===== src/rtl/vu_acc_pkg.sv =====
`default_nettype none
// +------------------------------------------------------------------+
// | vu_acc_pkg : shared types for the vector-unit accumulate lanes    |
// | Rev 1.0                                                           |
// +------------------------------------------------------------------+
package vu_acc_pkg;

  localparam int ACC_W = 48;

  typedef enum logic [1:0] {
    VU_OP_NOP  = 2'b00,
    VU_OP_LOAD = 2'b01,
    VU_OP_ADD  = 2'b10,
    VU_OP_SUB  = 2'b11
  } vu_op_e;

  typedef enum logic [1:0] {
    VU_SEL_LO       = 2'b00,
    VU_SEL_MID      = 2'b01,
    VU_SEL_MIDCLAMP = 2'b10,
    VU_SEL_HI       = 2'b11
  } vu_sel_e;

endpackage
`default_nettype wire


===== src/rtl/vu_clamp16.sv =====
`default_nettype none
// +------------------------------------------------------------------+
// | vu_clamp16 : combinational signed 32-to-16 saturating clamp       |
// | Rev 1.0                                                           |
// +------------------------------------------------------------------+
module vu_clamp16 (
  input  logic [31:0] din,
  output logic [15:0] dout
);

  logic w_in_range;

  // Representable in s16 only when the top 17 bits are a pure sign extension.
  assign w_in_range = (&din[31:15]) | ~(|din[31:15]);
  assign dout       = w_in_range ? din[15:0] : (din[31] ? 16'h8000 : 16'h7FFF);

endmodule
`default_nettype wire


===== src/rtl/vu_acc_lane.sv =====
`default_nettype none
// +------------------------------------------------------------------+
// | vu_acc_lane : two-stage 48-bit signed multiply-accumulate lane    |
// | Rev 1.0                                                           |
// +------------------------------------------------------------------+
module vu_acc_lane #(
  parameter int ACC_W = 48
) (
  input  logic        clk,
  input  logic        reset_l,
  input  logic        stall,
  input  logic        in_valid,
  input  logic [1:0]  op,
  input  logic [31:0] product,
  input  logic        align,
  input  logic [1:0]  sel,
  input  logic        ovf_clr,
  output logic [15:0] result,
  output logic        out_valid,
  output logic        acc_ovf
);

  import vu_acc_pkg::*;

  vu_op_e             r_s1_op;
  vu_sel_e            r_s1_sel;
  logic               r_s1_valid;
  logic [ACC_W-1:0]   r_s1_opnd;
  vu_sel_e            r_s2_sel;
  logic               r_s2_valid;
  logic [ACC_W-1:0]   r_acc;
  logic               r_ovf;

  logic [ACC_W-1:0]   w_opnd;
  logic [ACC_W-1:0]   w_sum;
  logic [ACC_W-1:0]   w_diff;
  logic [ACC_W-1:0]   w_acc_next;
  logic               w_ovf_evt;
  logic [15:0]        w_clamp;

  assign w_opnd = align ? {product, 16'h0000} : {{(ACC_W-32){product[31]}}, product};
  assign w_sum  = r_acc + r_s1_opnd;
  assign w_diff = r_acc - r_s1_opnd;

  // Overflow: result sign leaves the old acc sign when operand signs allow it.
  always_comb begin
    w_acc_next = r_acc;
    w_ovf_evt  = 1'b0;
    case (r_s1_op)
      VU_OP_LOAD: w_acc_next = r_s1_opnd;
      VU_OP_ADD: begin
        w_acc_next = w_sum;
        w_ovf_evt  = (r_acc[ACC_W-1] == r_s1_opnd[ACC_W-1]) &&
                     (w_sum[ACC_W-1] != r_acc[ACC_W-1]);
      end
      VU_OP_SUB: begin
        w_acc_next = w_diff;
        w_ovf_evt  = (r_acc[ACC_W-1] != r_s1_opnd[ACC_W-1]) &&
                     (w_diff[ACC_W-1] != r_acc[ACC_W-1]);
      end
      default: w_acc_next = r_acc;
    endcase
  end

  always_ff @(posedge clk or negedge reset_l) begin
    if (!reset_l) begin
      r_s1_op    <= VU_OP_NOP;
      r_s1_sel   <= VU_SEL_LO;
      r_s1_valid <= 1'b0;
      r_s1_opnd  <= '0;
      r_s2_sel   <= VU_SEL_LO;
      r_s2_valid <= 1'b0;
      r_acc      <= '0;
    end else if (!stall) begin
      r_s1_op    <= in_valid ? vu_op_e'(op) : VU_OP_NOP;
      r_s1_sel   <= vu_sel_e'(sel);
      r_s1_valid <= in_valid;
      r_s1_opnd  <= w_opnd;
      r_s2_sel   <= r_s1_sel;
      r_s2_valid <= r_s1_valid;
      r_acc      <= w_acc_next;
    end
  end

  // Clear works through stalls; a same-edge overflow wins.
  always_ff @(posedge clk or negedge reset_l) begin
    if (!reset_l) begin
      r_ovf <= 1'b0;
    end else if (!stall && w_ovf_evt) begin
      r_ovf <= 1'b1;
    end else if (ovf_clr) begin
      r_ovf <= 1'b0;
    end
  end

  vu_clamp16 u_clamp (
    .din  (r_acc[47:16]),
    .dout (w_clamp)
  );

  always_comb begin
    result = r_acc[15:0];
    case (r_s2_sel)
      VU_SEL_LO:       result = r_acc[15:0];
      VU_SEL_MID:      result = r_acc[31:16];
      VU_SEL_MIDCLAMP: result = w_clamp;
      VU_SEL_HI:       result = r_acc[47:32];
      default:         result = r_acc[15:0];
    endcase
  end

  assign out_valid = r_s2_valid;
  assign acc_ovf   = r_ovf;

endmodule
`default_nettype wire


===== config.mk =====
export PLATFORM = sky130hd
export DESIGN_NAME = vu_acc_lane
export DESIGN_NICKNAME = d
export VERILOG_FILES = /design/src/rtl/vu_acc_pkg.sv /design/src/rtl/vu_clamp16.sv /design/src/rtl/vu_acc_lane.sv
export SDC_FILE = /design/constraint.sdc
export NUM_CORES = 1
export LEC_CHECK = 0
export BUFFER_PORTS_ARGS = -buffer_cell sky130_fd_sc_hd__buf_2
export CAP_MARGIN = 40
export CORE_MARGIN = 2
export CORE_UTILIZATION = 50
export CTS_CLUSTER_DIAMETER = 120
export CTS_CLUSTER_SIZE = 30
export DETAILED_ROUTE_END_ITERATION = 16
export PLACE_DENSITY = 0.74
export SLEW_MARGIN = 20
export SYNTH_ARGS = -nofsm -noshare
export SYNTH_HDL_FRONTEND = slang
export SYNTH_HIERARCHICAL = 1
export SYNTH_SLANG_ARGS = --single-unit

===== constraint.sdc =====
create_clock -name clk -period 4.2 [get_ports clk]
set_clock_uncertainty 0.2 [all_clocks]
set_input_delay 0.42 -clock clk [delete_from_list [all_inputs] [get_ports clk]]
set_output_delay 0.42 -clock clk [all_outputs]
set_load 0.02 [all_outputs]

==> out/summary.txt, run 1 <==
maximum clock path buffer count: 2
final std cells w/o fill: 1,729
GRT Total Usage: 0.3400
clk sinks: 105
sequential cell area fraction in the yosys report: 0.2283
leak pwr: 0.005291 uW
Post-route DRC: 0
Finished Cell Area: 12,250 um2
num rows: 55
DRT met1 WL: 17.56 mm
worst skew pair latency: 0.39 ns
post-synthesis xor/xnor area fraction: 0.02359
storage element area: 2630 um2
Top Ports: 60
Synth Area in Compound Gates: 0.2985
asr flop ratio synth: 1.000
Simple-Gate Fraction of Synth Area: 0.1770
Syn Inst Count: 1,423
slowest stage delay, CP: 0.47 ns
antenna viol nets, final: 0
Slew HR: 0.4170
# setup viols final: 0
CORE AREA: 22,640 um2
root cell of the clock tree: clkbuf_16
fillers: 2,162
vias: 11,520
CTS H-tree lvls: 3
main combinational cell family by area after synthesis: compound AO/OA/AOI/OAI gates
total gr overflow: 0
CTS Buf Count: 9
share of cells above drive strength 1: 0.1385
CTS tree: done
drt first pass iters: 5
mux share of post-synthesis cell area: 0.07664
Syn Nets: 1,561
Chip Width: 155.7 um
crit path capture type: flop
Worst-Margin Slew: 0.8744 ns
count of cell types in the netlist: 106
Multi-input gate area: 7854 um2
CP cell instances: ha_1, fa_1, nor2b_1, o311ai_2, a2111oi_2, a21oi_2, o31ai_2, a311oi_2, o21ai_1, a211oi_1, nor3_1, or3b_1
CP Launch Type: flop
antenna violations before repair: 0
DR WL met3: 4.811 mm
port bufs: 59
CP bufs+invs: 0
Max-cap violations: 0
routed vias/inst: 6.660
first-pass GRT wire length: 63.00 mm
Synth Cell Area: 11,510 um2
post-DP HPWL: 31.38 mm
Worst EP required: 4.26 ns
Slew Viols, Final: 0
setup bufs post-CTS: 0
placed cells: 1,710
vias in the first global route: 10,550
commonest non-fill, non-tap cells in the layout: 156 x a21oi_1, 109 x o21ai_0, 109 x nand2_1
metal2 WL: 17.16 mm
Adder-Cell Fraction of Synth Area: 0.1057
Final min period: 3.944 ns
ant diodes: 0
Top Layer Used: met4
P&R area growth vs syn: 6.392%
WL final: 41.15 mm
drt initial violations: 1,518
status: complete, no violations
largest net degree at the start of global routing: 87
Post-synth top flop: dfrtp_1
WS Path Type: reg -> reg
max frequency: 253.6 MHz
Routed wire per std cell: 23.80 um
Worst Path Arrival: 4.01 ns
fin nets: 1,577
Ys Warns: 6
Initial Util: 0.5084
worst min-delay path class: in -> reg
Post-CTS Resized: 0
RSZ-0062 raised after global routing: no
EDFF count, synth: 0
Synth Area per Inst: 8.088 um2
critical path peak fanout: 6
final period utilization: 0.9390
Hold Violations, Final: 0
Max stage delay cell, worst path: a311oi_2
clock slew at reported path FFs: 0.10 ns
Seq cells post-synth: 105
pwr dens: 611.4 nW/um2
DIE AREA: 24,250 um2
placed inst area: 11,870 um2
Die H: 155.7 um
IR drop worst, VDD: 0.2730 mV
most common cell after layout, fill and taps aside: a21oi_1
gpl congestion: 1.010
Worst path top cell family by delay: compound AO/OA/AOI/OAI gates
setup TNS: 0 ns
[worst paths after layout]
path                                     startpoint                 endpoint  slack [ns]  cells after the start
setup / recovery           r_s1_opnd[0]$_DFFE_PN0N_    r_acc[24]$_DFFE_PN0P_        0.26                     12
hold / removal                               sel[0]  r_s1_sel[0]$_DFFE_PN0N_        0.07                      2
setup reg to reg           r_s1_opnd[0]$_DFFE_PN0N_    r_acc[24]$_DFFE_PN0P_        0.26                     12
hold reg to reg             r_s1_sel[0]$_DFFE_PN0N_  r_s1_sel[0]$_DFFE_PN0N_        0.32                      1
max in group asynchronous                   reset_l    r_acc[10]$_DFFE_PN0P_        2.55                      4
min in group asynchronous                   reset_l    r_acc[22]$_DFFE_PN0P_        0.30                      2
[cells by family (layout without fill, tap and decap cells)]
| group | after synthesis | count (layout) |
|---|---|---|
| mux | 67 | 67 |
| buf+inv | 208 | 229 |
| simple gates | 404 | 404 |
| flops | 105 | 105 |
| fa+ha+maj | 96 | 96 |
| compound gates | 512 | 512 |
| xor+xnor | 31 | 31 |
[cell type report]
class                           count  area share
Multi-Input combinational cell   1110      0.6414
Sequential cell                   105      0.2148
Clock inverter                      7    0.007357
Clock buffer                        9     0.01839
Inverter                          111     0.03402
Timing Repair Buffer              102     0.05497
Tap cell                          285     0.02912
[report_power, final]
group	switching [uW]	internal [uW]	leakage [uW]
clock network	521	436	0.000150
registers	452	1230	0.00127
logic	3030	1820	0.00387
[worst reg2reg max path, cell delays in order, from the launching register on]
cell and delay, ns:
dfrtp_1 0.42, ha_1 0.24, fa_1 0.40, nor2b_1 0.18
o311ai_2 0.34, a2111oi_2 0.18, a21oi_2 0.38, o31ai_2 0.13
a311oi_2 0.47, o21ai_1 0.12, a211oi_1 0.33, nor3_1 0.08
or3b_1 0.35
[flip-flops by register name (all words and copies together) (netlist names)]
signal / count
out_valid: 1
r_s1_sel: 2
r_s2_sel: 2
r_acc: 48
r_s1_op: 2
acc_ovf: 1
r_s1_valid: 1
r_s1_opnd: 48
[timing repair]
action / CTS / global route
hold buffers: 1 / 0
setup endpoints to repair: 0 / 0
endpoints found under the hold margin: 21 / 0
[synth_stat cells, types with 20 or more instances]
library cell	count	area share
nor4_1	24	0.013
nor2_1	92	0.030
a21oi_1	156	0.068
o21bai_1	26	0.017
dfrtp_1	105	0.23
a211oi_1	29	0.019
a21o_1	29	0.019
inv_1	108	0.035
nand3_1	36	0.016
nor3_1	44	0.019
xnor2_1	31	0.024
o21ai_0	109	0.047
nand2_1	109	0.036
nor2b_1	20	0.011
mux2i_1	42	0.037
ha_1	94	0.10
clkbuf_1	47	0.015
[layer usage]
| metal | global-route usage | up-vias |
|---|---|---|
| li1 | - | 5244 |
| met1 | 0.4844 | 5480 |
| met2 | 0.4939 | 688 |
| met3 | 0.09500 | 103 |
| met4 | 0.1175 | 0 |
| met5 | 0 | - |
[stage by stage]
| stage | total power (uW) | worst slack, ns | utilization | hold WS (ns) |
|---|---|---|---|---|
| 2_1_floorplan | 5177 | 0.9680 | - | -0.07559 |
| 3_3_place_gp | 6339 | 0.3237 | 0.5223 | 0.2841 |
| 3_5_place_dp | 6354 | 0.3224 | 0.5244 | 0.1720 |
| 4_1_cts | 7333 | 0.3017 | 0.5388 | 0.06176 |
| 5_1_grt | 7935 | 0.1094 | 0.5409 | 0.05945 |
| 6_report | 7487 | 0.2563 | 0.5409 | 0.06669 |
Note: power is estimated with default switching activity, not from simulation.
==> inputs of run 2 (changes only) <==
--- a/config.mk
+++ b/config.mk
@@ -7,12 +7,12 @@
 export LEC_CHECK = 0
 export BUFFER_PORTS_ARGS = -buffer_cell sky130_fd_sc_hd__buf_2
 export CAP_MARGIN = 40
-export CORE_MARGIN = 2
+export CORE_MARGIN = 5
 export CORE_UTILIZATION = 50
 export CTS_CLUSTER_DIAMETER = 120
 export CTS_CLUSTER_SIZE = 30
 export DETAILED_ROUTE_END_ITERATION = 16
-export PLACE_DENSITY = 0.74
+export PLACE_DENSITY = 0.67
 export SLEW_MARGIN = 20
 export SYNTH_ARGS = -nofsm -noshare
 export SYNTH_HDL_FRONTEND = slang
==> run 2 against run 1 <==
Worst setup slack got worse by 0.085 ns. Register-to-register slack got worse by 0.08 ns. Clock power fell by 5.1%. Critical path depth did not move. Global-route usage fell by 2.0 points. Count of clock-buffer cells in the layout rose by 1.
==> out/summary.txt, run 2 (synthesis gave the netlist of run 1 again) <==
status: complete, no violations
Initial Util: 0.5084 (unchanged)
CP bufs+invs: 0 (unchanged)
port bufs: 59 (unchanged)
Slew Viols, Final: 0 (unchanged)
num rows: 55 (unchanged)
Endpoint, Worst Hold: r_s1_sel[1]$_DFFE_PN0N_
share of cells above drive strength 1: 0.1374 (-0.001100)
vias: 11,400 (-0.96%)
final hold slack: 0.07863 ns (+0.01193 ns)
pwr dens: 611.0 nW/um2 (about the same)
Crit. path cell count: 12 (unchanged)
gpl congestion: 1.028 (+1.8%)
Largest regs: r_acc: 48 flops, r_s1_opnd: 48 flops
CTS H-tree lvls: 3 (unchanged)
vias in the first global route: 10,600 (+0.49%)
CORE AREA: 22,640 um2 (unchanged)
drt initial violations: 1,585 (+4.4%)
Worst path top cell family by delay: compound AO/OA/AOI/OAI gates
worst min-delay path class: in -> reg
WL final: 42.59 mm (+3.5%)
Routed wire per std cell: 24.67 um (+3.7%)
Top Ports: 60 (unchanged)
Final min period: 4.028 ns (+0.08451 ns)
Post-route DRC: 0 (unchanged)
reg2reg end: r_acc[24]$_DFFE_PN0P_
# setup viols final: 0 (unchanged)
Chip Width: 161.7 um (+3.9%)
commonest non-fill, non-tap cells in the layout: 156 x a21oi_1, 109 x o21ai_0, 109 x nand2_1
r2r worst-path depth: 12 (unchanged)
WS Path Type: reg -> reg
Max stage delay cell, worst path: a311oi_2
crit path capture type: flop
hold wc startpoint: sel[1]
Worst R2R Setup Slack: 0.17 ns (-0.08 ns)
root cell of the clock tree: clkbuf_16
r2r startpoint: r_acc[0]$_DFFE_PN0P_
leak pwr: 0.005269 uW (-0.41%)
GRT Total Usage: 0.3203 (-0.01972)
worst skew pair latency: 0.37 ns (-0.02 ns)
ant diodes: 0 (unchanged)
routed vias/inst: 6.607 (-0.79%)
Slew HR: 0.3512 (-0.06583)
IR drop worst, VDD: 0.2625 mV (-3.9%)
clock slew at reported path FFs: 0.09 ns (about the same)
P&R area growth vs syn: 5.946%
total gr overflow: 0 (unchanged)
post-DP HPWL: 32.91 mm (+4.9%)
Max-cap violations: 0 (unchanged)
most common cell after layout, fill and taps aside: a21oi_1
CTS tree: done
RSZ-0062 raised after global routing: no
final period utilization: 0.9591 (+0.02012)
antenna violations before repair: 1 (+1)
setup TNS: 0 ns (unchanged)
slowest stage delay, CP: 0.47 ns (about the same)
maximum clock path buffer count: 2 (unchanged)
Die H: 161.7 um (+3.9%)
antenna viol nets, final: 0 (unchanged)
DIE AREA: 26,150 um2 (+7.9%)
max frequency: 248.2 MHz (-2.1%)
clk sinks: 105 (unchanged)
critical path peak fanout: 6 (unchanged)
CP Launch Type: flop
largest net degree at the start of global routing: 64 (-26%)
Worst EP required: 4.25 ns (about the same)
Worst Path Arrival: 4.07 ns (+0.06 ns)
Hold Crit Depth: 2 (unchanged)
drt first pass iters: 5 (unchanged)
CP cell instances: ha_1, fa_1, nor2b_1, o311ai_2, a2111oi_2, a21oi_2, o31ai_2, a311oi_2, o21ai_1, a211oi_1, nor3_1, or3b_1
first-pass GRT wire length: 64.46 mm (+2.3%)
fin nets: 1,574 (-0.19%)
CTS Buf Count: 9 (unchanged)
Worst-Margin Slew: 0.9597 ns (+0.08522 ns)
Hold Violations, Final: 0 (unchanged)
[run 2: cell type report]
| class | instances | area (um2) |
|---|---|---|
| Fill cell | 2168 | 10450 |
| Multi-Input combinational cell | 1110 | 7854 |
| Sequential cell | 105 | 2631 |
| Timing Repair Buffer | 99 | 640.6 |
| Inverter | 111 | 416.7 |
| Tap cell | 285 | 356.6 |
| Clock buffer | 10 | 239.0 |
| Clock inverter | 6 | 56.30 |
[run 2: timing repair]
item / in CTS / in global routing
buffers inserted: 0 / 0
hold buffers: 1 / 0
endpoints found under the hold margin: 18 / 0
resized for setup: 0 / 0
[run 2: where the power goes]
part / internal, uW / switching (uW) / total [uW] / leakage [uW]
Sequential: 1230 / 449 / 1680 / 0.00127
Combinational: 1800 / 3070 / 4860 / 0.00385
Clock: 434 / 474 / 908 / 0.000147
Total: 3460 / 3990 / 7450 / 0.00527
[run 2: layer usage]
layer,up-vias,wire length (um),GRT usage
li1,5242,-,-
met1,5478,18670,0.4691
met4,0,1285,0.1057
met2,611,17950,0.4650
met5,-,0,0
met3,73,4678,0.07663
[run 2: worst reg2reg max path, stage by stage, from the launching register on]
cell and delay [ns]:
dfrtp_1 0.43, ha_1 0.23, fa_1 0.39, nor2b_1 0.17, o311ai_2 0.36, a2111oi_2 0.18
a21oi_2 0.46, o31ai_2 0.14, a311oi_2 0.47, o21ai_1 0.10, a211oi_1 0.33, nor3_1 0.09
or3b_1 0.34
[run 2: how the worst max path moves through the flow]
stage	from	to
4_1_cts	r_acc[0]$_DFFE_PN0P_	r_acc[24]$_DFFE_PN0P_
6_report	r_acc[0]$_DFFE_PN0P_	r_acc[24]$_DFFE_PN0P_
3_3_place_gp	r_s1_opnd[0]$_DFFE_PN0N_	r_acc[24]$_DFFE_PN0P_
2_1_floorplan	r_s1_opnd[0]$_DFFE_PN0N_	r_acc[24]$_DFFE_PN0P_
3_5_place_dp	r_s1_opnd[0]$_DFFE_PN0N_	r_acc[24]$_DFFE_PN0P_
5_1_grt	r_acc[0]$_DFFE_PN0P_	r_acc[24]$_DFFE_PN0P_
[run 2: through the flow]
stage	utilization	setup WS (ns)	cell area (um2)	total power, uW	std cells
floorplan	-	0.9680	11510	5177	1423
global route	0.5386	0.06120	12190	7894	1726
finish	0.5386	0.1718	12190	7450	1726
global placement	0.5220	0.2637	11820	6376	1705
detailed placement	0.5242	0.2754	11870	6380	1708
CTS	0.5377	0.2395	12170	7302	1725
